**config.mk**
```make
export PLATFORM = sky130hd
export DESIGN_NAME = booth_mul_arbiter
export DESIGN_NICKNAME = d
export VERILOG_FILES = /design/src/rtl/booth_arb_pkg.sv /design/src/rtl/rr_arbiter.sv /design/src/rtl/booth_mul_arbiter.sv
export SDC_FILE = /design/constraint.sdc
export NUM_CORES = 1
export LEC_CHECK = 0
export ABC_AREA = 1
export BUFFER_PORTS_ARGS = -buffer_cell sky130_fd_sc_hd__buf_2
export CAP_MARGIN = 0
export CORE_MARGIN = 3
export CORE_UTILIZATION = 40
export CTS_BUF_LIST = sky130_fd_sc_hd__clkbuf_4 sky130_fd_sc_hd__clkbuf_8
export CTS_CLUSTER_DIAMETER = 80
export DETAILED_ROUTE_END_ITERATION = 10
export PLACE_DENSITY = 0.79
export SLEW_MARGIN = 20
export SYNTH_ARGS = -nofsm -noshare
export SYNTH_HDL_FRONTEND = slang
export SYNTH_HIERARCHICAL = 1
export SYNTH_SLANG_ARGS = --single-unit
```
**constraint.sdc**
```tcl
create_clock -name clk -period 2.96 [get_ports clk]
set_clock_uncertainty 0.2 [all_clocks]
set_input_delay 0.148 -clock clk [delete_from_list [all_inputs] [get_ports clk]]
set_output_delay 0.148 -clock clk [all_outputs]
set_load 0.01 [all_outputs]
```
**src/rtl/booth_arb_pkg.sv**
```systemverilog
// Shared types and helpers for the round-robin Booth multiplier arbiter.
package booth_arb_pkg;

  typedef enum logic [1:0] {
    IDLE  = 2'd0,
    ISSUE = 2'd1,
    WAIT  = 2'd2,
    RESP  = 2'd3
  } arb_state_t;

  localparam int DEF_N    = 8;
  localparam int DEF_NREQ = 4;

  // Index of the requester after idx, wrapping at nreq.
  function automatic int unsigned rr_next(input int unsigned idx, input int unsigned nreq);
    return (idx + 1 >= nreq) ? 0 : idx + 1;
  endfunction

endpackage

```
**src/rtl/rr_arbiter.sv**
```systemverilog
// Combinational round-robin select: first request at or after rr_ptr, scanning upward with wrap.
module rr_arbiter
  import booth_arb_pkg::*;
#(
  parameter int NREQ = DEF_NREQ,
  parameter int IDW  = 2
) (
  input  logic [NREQ-1:0] req,
  input  logic [IDW-1:0]  rr_ptr,
  output logic [NREQ-1:0] win_onehot,
  output logic [IDW-1:0]  win_idx,
  output logic            win_any
);

  logic [IDW-1:0] cand;
  logic           found;

  always_comb begin
    win_onehot = '0;
    win_idx    = '0;
    found      = 1'b0;
    cand       = '0;
    for (int unsigned i = 0; i < NREQ; i++) begin
      cand = IDW'((32'(rr_ptr) + i) % 32'(NREQ));
      if (!found && req[cand]) begin
        found            = 1'b1;
        win_onehot[cand] = 1'b1;
        win_idx          = cand;
      end
    end
  end

  assign win_any = |req;

endmodule

```
**src/rtl/booth_mul_arbiter.sv**
```systemverilog
// Round-robin sharing of one sequential Booth multiplier among NREQ requesters.
// Optional macro BOOTH_ARB_TIMEOUT_EN adds a mul_done watchdog that reports rsp_err.
module booth_mul_arbiter
  import booth_arb_pkg::*;
#(
  parameter int N       = DEF_N,
  parameter int NREQ    = DEF_NREQ,
  parameter int IDW     = 2,
  parameter int TIMEOUT = 64
) (
  input  logic              clk,
  input  logic              reset,
  input  logic [NREQ-1:0]   req,
  input  logic [NREQ*N-1:0] req_m,
  input  logic [NREQ*N-1:0] req_q,
  output logic [NREQ-1:0]   grant,
  output logic [N-1:0]      mul_m,
  output logic [N-1:0]      mul_q,
  output logic              mul_start,
  input  logic              mul_done,
  input  logic [2*N-1:0]    mul_product,
  output logic              rsp_valid,
  input  logic              rsp_ready,
  output logic [IDW-1:0]    rsp_id,
  output logic [2*N-1:0]    rsp_product,
  output logic              rsp_err,
  output logic              busy
);

  if ((2**IDW) < NREQ || NREQ < 2 || TIMEOUT < 1) begin : g_param_check
    $error("booth_mul_arbiter: invalid parameter combination");
  end

  arb_state_t state, state_n;
  logic [IDW-1:0]  rr_ptr;
  logic [NREQ-1:0] win_onehot;
  logic [IDW-1:0]  win_idx;
  logic            win_any;
  logic            to_hit;

  rr_arbiter #(
    .NREQ (NREQ),
    .IDW  (IDW)
  ) u_rr (
    .req        (req),
    .rr_ptr     (rr_ptr),
    .win_onehot (win_onehot),
    .win_idx    (win_idx),
    .win_any    (win_any)
  );

`ifdef BOOTH_ARB_TIMEOUT_EN
  localparam int TW = $clog2(TIMEOUT + 1);
  logic [TW-1:0] to_cnt;
  logic          rsp_err_q;

  // Fires on the TIMEOUT-th consecutive WAIT cycle without mul_done.
  assign to_hit  = (state == WAIT) && (to_cnt == TW'(TIMEOUT - 1));
  assign rsp_err = rsp_err_q;

  always_ff @(posedge clk) begin
    if (reset) begin
      to_cnt    <= '0;
      rsp_err_q <= 1'b0;
    end else begin
      if (state == ISSUE)
        to_cnt <= '0;
      else if (state == WAIT)
        to_cnt <= to_cnt + 1'b1;
      if (state == IDLE && win_any)
        rsp_err_q <= 1'b0;
      else if (state == WAIT && !mul_done && to_hit)
        rsp_err_q <= 1'b1;
    end
  end
`else
  assign to_hit  = 1'b0;
  assign rsp_err = 1'b0;
`endif

  always_ff @(posedge clk) begin
    if (reset)
      state <= IDLE;
    else
      state <= state_n;
  end

  always_comb begin
    state_n = state;
    case (state)
      IDLE:    if (win_any) state_n = ISSUE;
      ISSUE:   state_n = WAIT;
      WAIT:    if (mul_done || to_hit) state_n = RESP;
      RESP:    if (rsp_ready) state_n = IDLE;
      default: state_n = IDLE;
    endcase
  end

  assign rsp_valid = (state == RESP);
  assign busy      = (state != IDLE);

  // mul_start is registered off ISSUE so it lands one cycle after grant.
  always_ff @(posedge clk) begin
    if (reset) begin
      grant       <= '0;
      mul_m       <= '0;
      mul_q       <= '0;
      mul_start   <= 1'b0;
      rsp_id      <= '0;
      rsp_product <= '0;
      rr_ptr      <= '0;
    end else begin
      grant     <= '0;
      mul_start <= (state == ISSUE);
      case (state)
        IDLE: begin
          if (win_any) begin
            grant  <= win_onehot;
            mul_m  <= req_m[win_idx*N +: N];
            mul_q  <= req_q[win_idx*N +: N];
            rsp_id <= win_idx;
          end
        end
        WAIT: begin
          if (mul_done)
            rsp_product <= mul_product;
          else if (to_hit)
            rsp_product <= '0;
        end
        RESP: begin
          if (rsp_ready)
            rr_ptr <= IDW'(rr_next(32'(rsp_id), NREQ));
        end
        default: ;
      endcase
    end
  end

endmodule
```
* Word-level counts from Yosys, hierarchy flattened *
Index checks and enable logic that the tools add are counted.

storage, ports and cells
  word-level logic and storage cells = 84
  bits in registers = 43

operators by class
  reductions and logical operators = 18
  muxes and demuxes = 32
  shift operators = 2
  bitwise gates (word level) = 5
  order comparisons = 9
  equal/unequal tests = 6
  add/sub/neg operators = 4

operators by type and width
  operator               count
  $shiftx A32 B6 Y8      2
  $mux W2                8
  $mux W4                4
  $lt A2 B3 Y1 const B   4
  $or A4 B4 Y4           3
  $mux W1                11
  $bmux W1 S2            4
  $demux W1 S2           4
  $ge A2 B1 Y1 const B   4
  $pmux W2 S4            1
  $logic_and A1 B1 Y1    7
  $reduce_and A2 Y1      3
  $add A2 B2 Y2 const B  2
  $eq A2 B2 Y1 const B   2
  $ne A2 B1 Y1 const B   2
  $reduce_or A4 Y1       1
  $add A2 B1 Y3 const B  1
  $ge A3 B3 Y1 const B   1
  $logic_not A1 Y1       3
  $reduce_and A3 Y1      1
  $reduce_or A3 Y1       1
  $add A2 B1 Y2 const B  1
  $eq A2 B1 Y1 const B   1
  $logic_not A2 Y1       1
  other kinds (3)        4

* Longest topological paths before layout *
Gate-level depths: netlist (run 1).

  word-level depth = 13
  mapped depth = 17

* Modules after synthesis *
The synthesis (run 1) kept the hierarchy.

by module, submodules not included
  module             times used  seq. area each (um^2)  area each (um^2)  cells each
  booth_mul_arbiter  1           860.8                  2296.0            312
  rr_arbiter         1           0.0                    534.3             83

* Worst setup path after synthesis (run 1) *
No wires, ideal clock.

  kind = flip-flop to flip-flop
  from = register rr_ptr[1]
  to = register mul_m[4]
  path buffers = 2
  setup slack = 0.514 ns
  stages on the path, launching flop included = 17
  arrival = 2.128 ns
  data required time = 2.642 ns
  period minus slack after synthesis = 2.446 ns
  cell sequence = dfxtp_1 > bufinv_8 > ha_1 > inv_1 > nand3_1 > nand2_1 > nand3_1 > nor2_1 > nor2_1 > nor2_1 > buf_6 > inv_8 > buf_12 > nand2_2 > nand3_2 > nand2_1 > a21oi_2

on the way
  word-level cells in the longest chain between the ends = 13
  elaborated cells between the ends (all ways) = 25
  classes of those cells = add/sub (3); shift (1); mux (15); reduce/logical (6)

ends and longest elaborated chain
  element                                                 line                      RTL
  from (decl)                                             booth_mul_arbiter.sv:35   logic [IDW-1:0] rr_ptr;
  from (signal assigned)                                  booth_mul_arbiter.sv:132  rr_ptr <= IDW'(rr_next(32'(rsp_id), NREQ));
  branches (longest 11 deep; another with $add A2 B1 Y2)  -
  $mux W2 (*)                                             rr_arbiter.sv:25          if (!found && req[cand]) begin
  via win_idx[0]                                          booth_mul_arbiter.sv:37   logic [IDW-1:0] win_idx;
  $shiftx A32 B6 Y8 (*)                                   booth_mul_arbiter.sv:119  mul_m <= req_m[win_idx*N +: N];
  to (signal assigned)                                    booth_mul_arbiter.sv:119
  to (decl)                                               booth_mul_arbiter.sv:17   output logic [N-1:0] mul_m,

Mark *: on every way through the listed nets, which the timed path passes. The select of a mux whose other input is x is not followed.
A chain may end at the register's enable or synchronous reset.

* Final worst setup path (run 1) *
  from = register rr_ptr[0]
  to = register mul_q[2]

on the way
  word-level cells in the longest chain between the ends = 13
  elaborated cells between the ends (all ways) = 25
  classes of those cells = add/sub (3); shift (1); mux (15); reduce/logical (6)

ends and longest elaborated chain
  element                                                 line                      RTL
  branches (longest 11 deep; another with $add A2 B1 Y2)  -
  $mux W2 (*)                                             rr_arbiter.sv:25
  via win_idx[0]                                          booth_mul_arbiter.sv:37
  $shiftx A32 B6 Y8 (*)                                   booth_mul_arbiter.sv:120  mul_q <= req_q[win_idx*N +: N];
  to (signal assigned)                                    booth_mul_arbiter.sv:120
  to (decl)                                               booth_mul_arbiter.sv:18   output logic [N-1:0] mul_q,

Marked as above.

==> qor.yml, run 1 <==
status:
  status: "complete, no violations"
sta:
  holdWs_ps: 4.936
  relSlewSlack_pct: 62.94
  fin_crit_sh_pct: 84.40
  period_needed_ps: 2498
  rsz0062_at_grt: "false"
  setup_tns_ps: 0
  finalSetupViolCount: 0
  hold_viol_final: 0
  fmax_mhz: 400.3
  drv_slew: 0
  worst_pin_slew_ps: 555.1
clock_tree:
  cts_buffers: 5
  clk_latency_ps: 290
  htreeDepth: 2
  cts_sinks: 43
  path_clk_slew_ps: 80
  cts_buffer_depth: 2
  cts_setup_buffers: 0
  post_cts_resized: 0
  clockRootBuffer: "clkbuf_8"
  cts_tree: "built"
setup_path:
  path_max_fanout: 27
  worstSetupPathType: "register to register"
  slowest_stage: "dfxtp_1"
  crit_arrival_ps: 2530
  cp.depth: 14
  crit_path_cell_trace: "inv_8 > ha_1 > inv_1 > nand3_1 > nand2_1 > nand3_1 > nor2_1 > nor2_1 > nor2_2 > buf_4 > nand2_1 > nand3_2 > nand2_1 > a21oi_2"
  cp-end-kind: "register"
  cp_slowest_stage_delay_ps: 440
  required_ps: 2990
  crit_family: "simple AND/OR/NAND/NOR gates"
  critPathBufInv: 3
  startpoint_type: "register"
  r2r_cells: 14
  cpMostUsedCell: "nand2_1"
placed_design:
  port_buffers: 128
  place_congestion: 0.8956
  placed_cells: 603
  post-dp-hpwl_um: 5601
synthesis:
  synth_seq_cells: 43
  synth_enable_flop_cells: 0
  yosysTopAreaCell: "dfxtp_1"
  syn_area_um2: 2830
  synth.distinct_cells: 33
  muxShareOfSynthArea_pct: 0
  synth_compound_area_share_pct: 13.35
  ys.flop_type: "dfxtp_1"
  ys_warn_count: 6
  yosys.area_share.adder_pct: 4.421
  ys_top_cells_by_count: "nand2_1 (94), nor2_1 (54), nand3_1 (45)"
  synth_cells: 395
  synth_xor_area_share_pct: 0
  ys_seq_area_share_pct: 30.42
  synth_area_leaders: "dfxtp_1 (30%), nand2_1 (12%), nand3_1 (8.0%), nor2_1 (7.2%), o21ai_0 (6.5%)"
  yosysMostFrequentCell: "nand2_1"
  avgSynthCellArea_um2: 7.165
  synth_top_area_share_pct: 30.42
  yosys.area_share.simple_pct: 39.39
  syn-num-nets: 493
  async_reset_ff_share_pct: 0
  synth_top_family_by_area: "simple AND/OR/NAND/NOR gates"
power_and_ir_drop:
  seqPwrFrac_pct: 31.1
  intPower_mw: 1.516
  p_clk_share_pct: 13.5
  p_per_area_nw_per_um2: 749.4
  switchingPower_mw: 1.264
  ir_drop_uv: 353.2
  power.total_mw: 2.779
  swShare_pct: 45.46
  p_leak_nw: 1.904
  combPwrFrac_pct: 55.4
floorplan:
  initial_core_util_pct: 41.43
  die-width_um: 90.12
  io_pins: 130
  dieArea_um2: 8121
  rows: 30
  core_um2: 6832
  die_h_um: 90.12
drt:
  wl_per_cell_um: 12.33
  routed_via_density: 4.754
  drc: 0
  dr.first_iter.drc_count: 109
  wl_um: 7771
  drtPass1Iterations: 4
  ant_nets: 0
  vias: 2995
grt:
  antenna_found_initial: 0
  grt_pass1_wl_um: 12360
  grt_max_degree: 39
  grt_pass1_vias: 2788
  grt_usage_pct: 18.21
  grt_overflow_total: 0
layout:
  area_growth_pct: 31.03
  stdcell_count: 630
  seq_area_um2: 860.8
  antenna_cells: 0
  fill_cells: 674
  layout.nets: 632
  multiInputGateArea_um2: 1624
  final_layout_size_suffix_gt1_share_pct: 37.08
min_path:
  hold_path_depth: 5
  hp-class: "input port to register"
flow_run:
  maxCapViolCount: 0
-- per-layer routing --
metal	track usage (%)	wire (um)
met5	0	0
met4	5.740	136
met3	5.523	617
met2	32.98	3771
met1	20.30	3246
-- registers in the layout, summed over array words and instances (netlist names) --
register     count
rsp_id           2
mul_q            8
mul_start        1
rr_ptr           2
mul_m            8
rsp_product     16
grant            4
state            2
-- worst register-to-register path, cell delays in order, from the launching register on --
cell	delay (ps)
dfxtp_1	440
inv_8	80
ha_1	340
inv_1	120
nand3_1	80
nand2_1	120
nand3_1	90
nor2_1	140
nor2_1	70
nor2_2	100
buf_4	280
nand2_1	140
nand3_2	90
nand2_1	60
a21oi_2	100
-- area by class of cell --
| class | instances | area share, % |
|---|---|---|
| clock buffers | 6 | 2.227 |
| clock inverters | 1 | 0.1350 |
| inverters | 28 | 3.711 |
| multi-input cells | 303 | 43.79 |
| flip-flops and latches | 43 | 23.21 |
| well taps | 96 | 3.239 |
| repair buffers | 153 | 23.68 |
-- layout by cell type, fill, tap and decap left out, drive strengths merged --
cell type,synthesis,final
a21boi,4,4
inv,26,26
clkbuf,3,6
nand4,1,1
conb,1,1
nor2,56,56
dlygate4sd3,0,20
dfxtp,43,43
ha,10,10
a21oi,20,20
nand3,57,57
nand2,114,114
o21ai,39,39
or2,1,1
bufinv,1,1
buf,18,133
clkinv,1,2
-- power by group through the flow --
stage               registers [mW]  logic [mW]  clock network, mW
floorplan                    0.949        1.17                  0
global placement             0.870        1.49                  0
detailed placement           0.873        1.53                  0
CTS                          0.863        1.55              0.389
global route                 0.887        1.72              0.407
finish                       0.864        1.54              0.374
-- worst paths after layout --
check / start / to / slack, ps
hold / removal: req_m[21] / mul_m[5] / 5
hold reg to reg: rsp_product[13] / rsp_product[13] / 280
setup / recovery: rr_ptr[0] / mul_q[2] / 460
setup reg to reg: rr_ptr[0] / mul_q[2] / 460
-- stage by stage --
stage	setup WS [ps]	util, %	area [um2]
after floorplan	514.2	-	2830
after global routing	231.3	54.29	3709
after global placement	600.3	50.07	3421
after CTS	455.4	54.29	3709
final	461.7	54.29	3709
after detailed placement	486.9	50.07	3421
-- cell families (layout without fill, tap and decap cells) --
logic type,count (synthesis),in the layout
AND/OR/NAND/NOR,229,229
AO/OA/AOI/OAI,63,63
buffers and inverters,49,188
flip-flops,43,43
adder cells (fa/ha/maj),10,10
other,1,1
-- repair_timing --
action | in CTS | in global routing
hold buffers | 20 | 0
hold endpoints to repair | 20 | 0
setup endpoints to repair | 0 | 0
Note: power is estimated with default switching activity, not from simulation.
==> run 2, diff against run 1 <==
Clock period 2.96 ns to 2.37 ns, I/O delays scaled along.
==> qor.yml, run 2 (same netlist as run 1, synthesis figures left out) <==
drt:
  ant_nets: 0  # unchanged
  drc: 0  # unchanged
  drtPass1Iterations: 5  # was 4
  routed_via_density: 5.141  # was 4.754
  vias: 3547  # was 2995
  dr.first_iter.drc_count: 201  # was 109
  wl_per_cell_um: 15.19  # was 12.33 um
  wl_um: 10480  # was 7771 um
layout:
  layout.nets: 691  # was 632
  fin_util_pct: 65.75  # was 54.29%
  final_layout_size_suffix_gt1_share_pct: 39.73  # was 37.08%
  layout_common_cells: "buf_2 (128), nand2_1 (88), dlygate4sd3_1 (64)"  # was buf_2 (128), nand2_1 (94), nor2_1 (53)
  regMostFlops: "rsp_product"  # unchanged
  largest_reg_flops: 16  # unchanged
  layout_commonest_cell: "buf_2"  # unchanged
  multiInputGateArea_um2: 1717  # was 1624 um2
  fill_cells: 550  # was 674
  area_growth_pct: 58.71  # was 31.03%
  fin_area_um2: 4492  # was 3709 um2
  stdcell_count: 690  # was 630
  antenna_cells: 0  # unchanged
  largestRegisters: "rsp_product x16, mul_m x8, mul_q x8"  # unchanged
  seq_area_um2: 865.8  # was 860.8 um2
setup_path:
  crit_path_cell_trace: "inv_8 > ha_4 > inv_4 > nand3_2 > nand2_2 > nand3_2 > nor2_4 > nor2_4 > nor2_4 > buf_12 > buf_8 > nand2_1 > nand3_2 > nand2_1 > a21oi_2"  # was inv_8 > ha_1 > inv_1 > nand3_1 > nand2_1 > nand3_1 > nor2_1 > nor2_1 > nor2_2 > buf_4 > nand2_1 > nand3_2 > nand2_1 > a21oi_2
  cp-end-kind: "register"  # unchanged
  r2r_start: "rr_ptr[1]"  # was rr_ptr[0]
  r2r-end: "mul_m[4]"  # was mul_q[2]
  required_ps: 2400  # was 2990 ps
  r2r_slack_ps: -40  # was 460 ps
  crit_end: "mul_m[4]"  # was mul_q[2]
  slowest_stage: "dfxtp_4"  # was dfxtp_1
  cp_slowest_stage_delay_ps: 390  # was 440 ps
  startpoint_type: "register"  # unchanged
  r2r_cells: 15  # was 14
  critPathLaunch: "rr_ptr[1]"  # was rr_ptr[0]
  crit_arrival_ps: 2440  # was 2530 ps
  worstSetupPathType: "register to register"  # unchanged
  path_max_fanout: 7  # was 27
grt:
  grt_max_degree: 39  # unchanged
  grt_pass1_wl_um: 15710  # was 12360 um
  grt_pass1_vias: 3380  # was 2788
  antenna_found_initial: 0  # unchanged
  grt_overflow_total: 0  # unchanged
  grt_usage_pct: 23.45  # was 18.21%
sta:
  holdWs_ps: -1.110  # was 4.936 ps
  worst_pin_slew_ps: 557.2  # was 555.1 ps
  fin_crit_sh_pct: 101.7  # was 84.40%
  setup_ws_ps: -41.11  # was 461.7 ps
  finalSetupViolCount: 4  # was 0
  fmax_mhz: 414.7  # was 400.3 MHz
  period_needed_ps: 2411  # was 2498 ps
  relSlewSlack_pct: 62.86  # was 62.94%
  hold_viol_final: 1  # was 0
  drv_slew: 0  # unchanged
min_path:
  hold_path_depth: 5  # unchanged
  hp-class: "input port to register"  # unchanged
floorplan:
  core_um2: 6832  # unchanged
  dieArea_um2: 8121  # unchanged
  die_h_um: 90.12  # unchanged
  die-width_um: 90.12  # unchanged
  rows: 30  # unchanged
  initial_core_util_pct: 41.43  # unchanged
  io_pins: 130  # unchanged
placed_design:
  port_buffers: 128  # unchanged
  place_congestion: 0.9212  # was 0.8956
  place_area_um2: 3520  # was 3421 um2
  post-dp-hpwl_um: 5709  # was 5601 um
  post-place-ws_ps: -33.93  # was 486.9 ps
  placed_cells: 611  # was 603
clock_tree:
  cts_buffers: 5  # unchanged
  cts_buffer_depth: 2  # unchanged
  path_clk_slew_ps: 90  # was 80 ps
  cts_tree: "built"  # unchanged
  cts_sinks: 43  # unchanged
  clk_latency_ps: 290  # about the same
  clockRootBuffer: "clkbuf_8"  # unchanged
  htreeDepth: 2  # unchanged
power_and_ir_drop:
  seqPwrFrac_pct: 26.7  # was 31.1%
  swShare_pct: 46.20  # was 45.46%
  combPwrFrac_pct: 61.8  # was 55.4%
  p_clk_share_pct: 11.4  # was 13.5%
  switchingPower_mw: 1.887  # was 1.264 mW
  intPower_mw: 2.198  # was 1.516 mW
  ir_drop_uv: 574.1  # was 353.2 uV
  p_leak_nw: 2.224  # was 1.904 nW
  power.total_mw: 4.085  # was 2.779 mW
  p_per_area_nw_per_um2: 909.5  # was 749.4 nW/um2
flow_run:
  maxCapViolCount: 0  # unchanged
status:
  status: "complete, but fails checks"  # was complete, no violations
  violations: "hold timing, setup timing"
run 2: cell count changes in the layout (fill, tap and decap cells not counted), moves of 6 or more:
cell	change
dlygate4sd3_1	+44
nand3_1	-7
nand3_2	+7
nand2_1	-6
nand2_2	+6
run 2: layout make-up:
cell class              count  area share [%]
flip-flops and latches     43           19.28
well taps                  96           2.674
multi-input cells         303           38.22
inverters                  28           3.398
clock buffers               5           1.532
repair inverters            2          0.5014
repair buffers            210           33.96
clock inverters             3          0.4457
run 2: worst max-delay path, delay by kind of cell, from the launching register on:
kind / cells / cell delay, ps
simple gates: 9 / 930
fa+ha+maj: 1 / 250
compound gates: 1 / 130
buf+inv: 4 / 440
flops: 1 / 390
run 2: routing by layer:
layer  vias up  share of wire (%)  GRT usage [%]  routed length [um]
met3        65                9.2          7.113                 961
met4         0                5.2          11.99                 544
met1      1571                 36          25.58                3821
met2       245                 49          40.88                5149
li1       1666                  -              -                   -
met5         -                  0              0                   0
run 2: worst min-delay path by stage:
stage	start	to	slack, ps
after floorplan	reset	mul_start	-10
after global placement	reset	mul_start	130
after detailed placement	reset	mul_start	140
after CTS	req_m[28]	mul_m[4]	0.2
after global routing	req_q[2]	mul_q[2]	20
final	req_m[7]	mul_m[7]	-1
run 2: repair_timing:
| item | 4_1_cts | 5_1_grt |
|---|---|---|
| hold buffers | 64 | 0 |
| endpoints found under the hold margin | 34 | 0 |
| pin swaps | 0 | 17 |
| gates resized for setup | 3 | 34 |
| endpoints found under the setup margin | 16 | 16 |
| buffers inserted | 0 | 1 |
| gates cloned | 0 | 6 |
run 2: metrics by stage:
step	hold slack (ps)	setup TNS, ps
after floorplan	-10.24	0
after global placement	130.4	0
after detailed placement	135.8	-119.0
after CTS	0.1988	0
after global routing	24.93	-733.9
final	-1.110	-79.02
run 2: power groups by stage:
stage	registers [mW]	logic [mW]	clock network, mW
floorplan	1.19	1.47	0
global placement	1.10	1.98	0
detailed placement	1.10	2.03	0
CTS	1.08	2.13	0.478
global route	1.11	2.75	0.510
finish	1.09	2.53	0.467
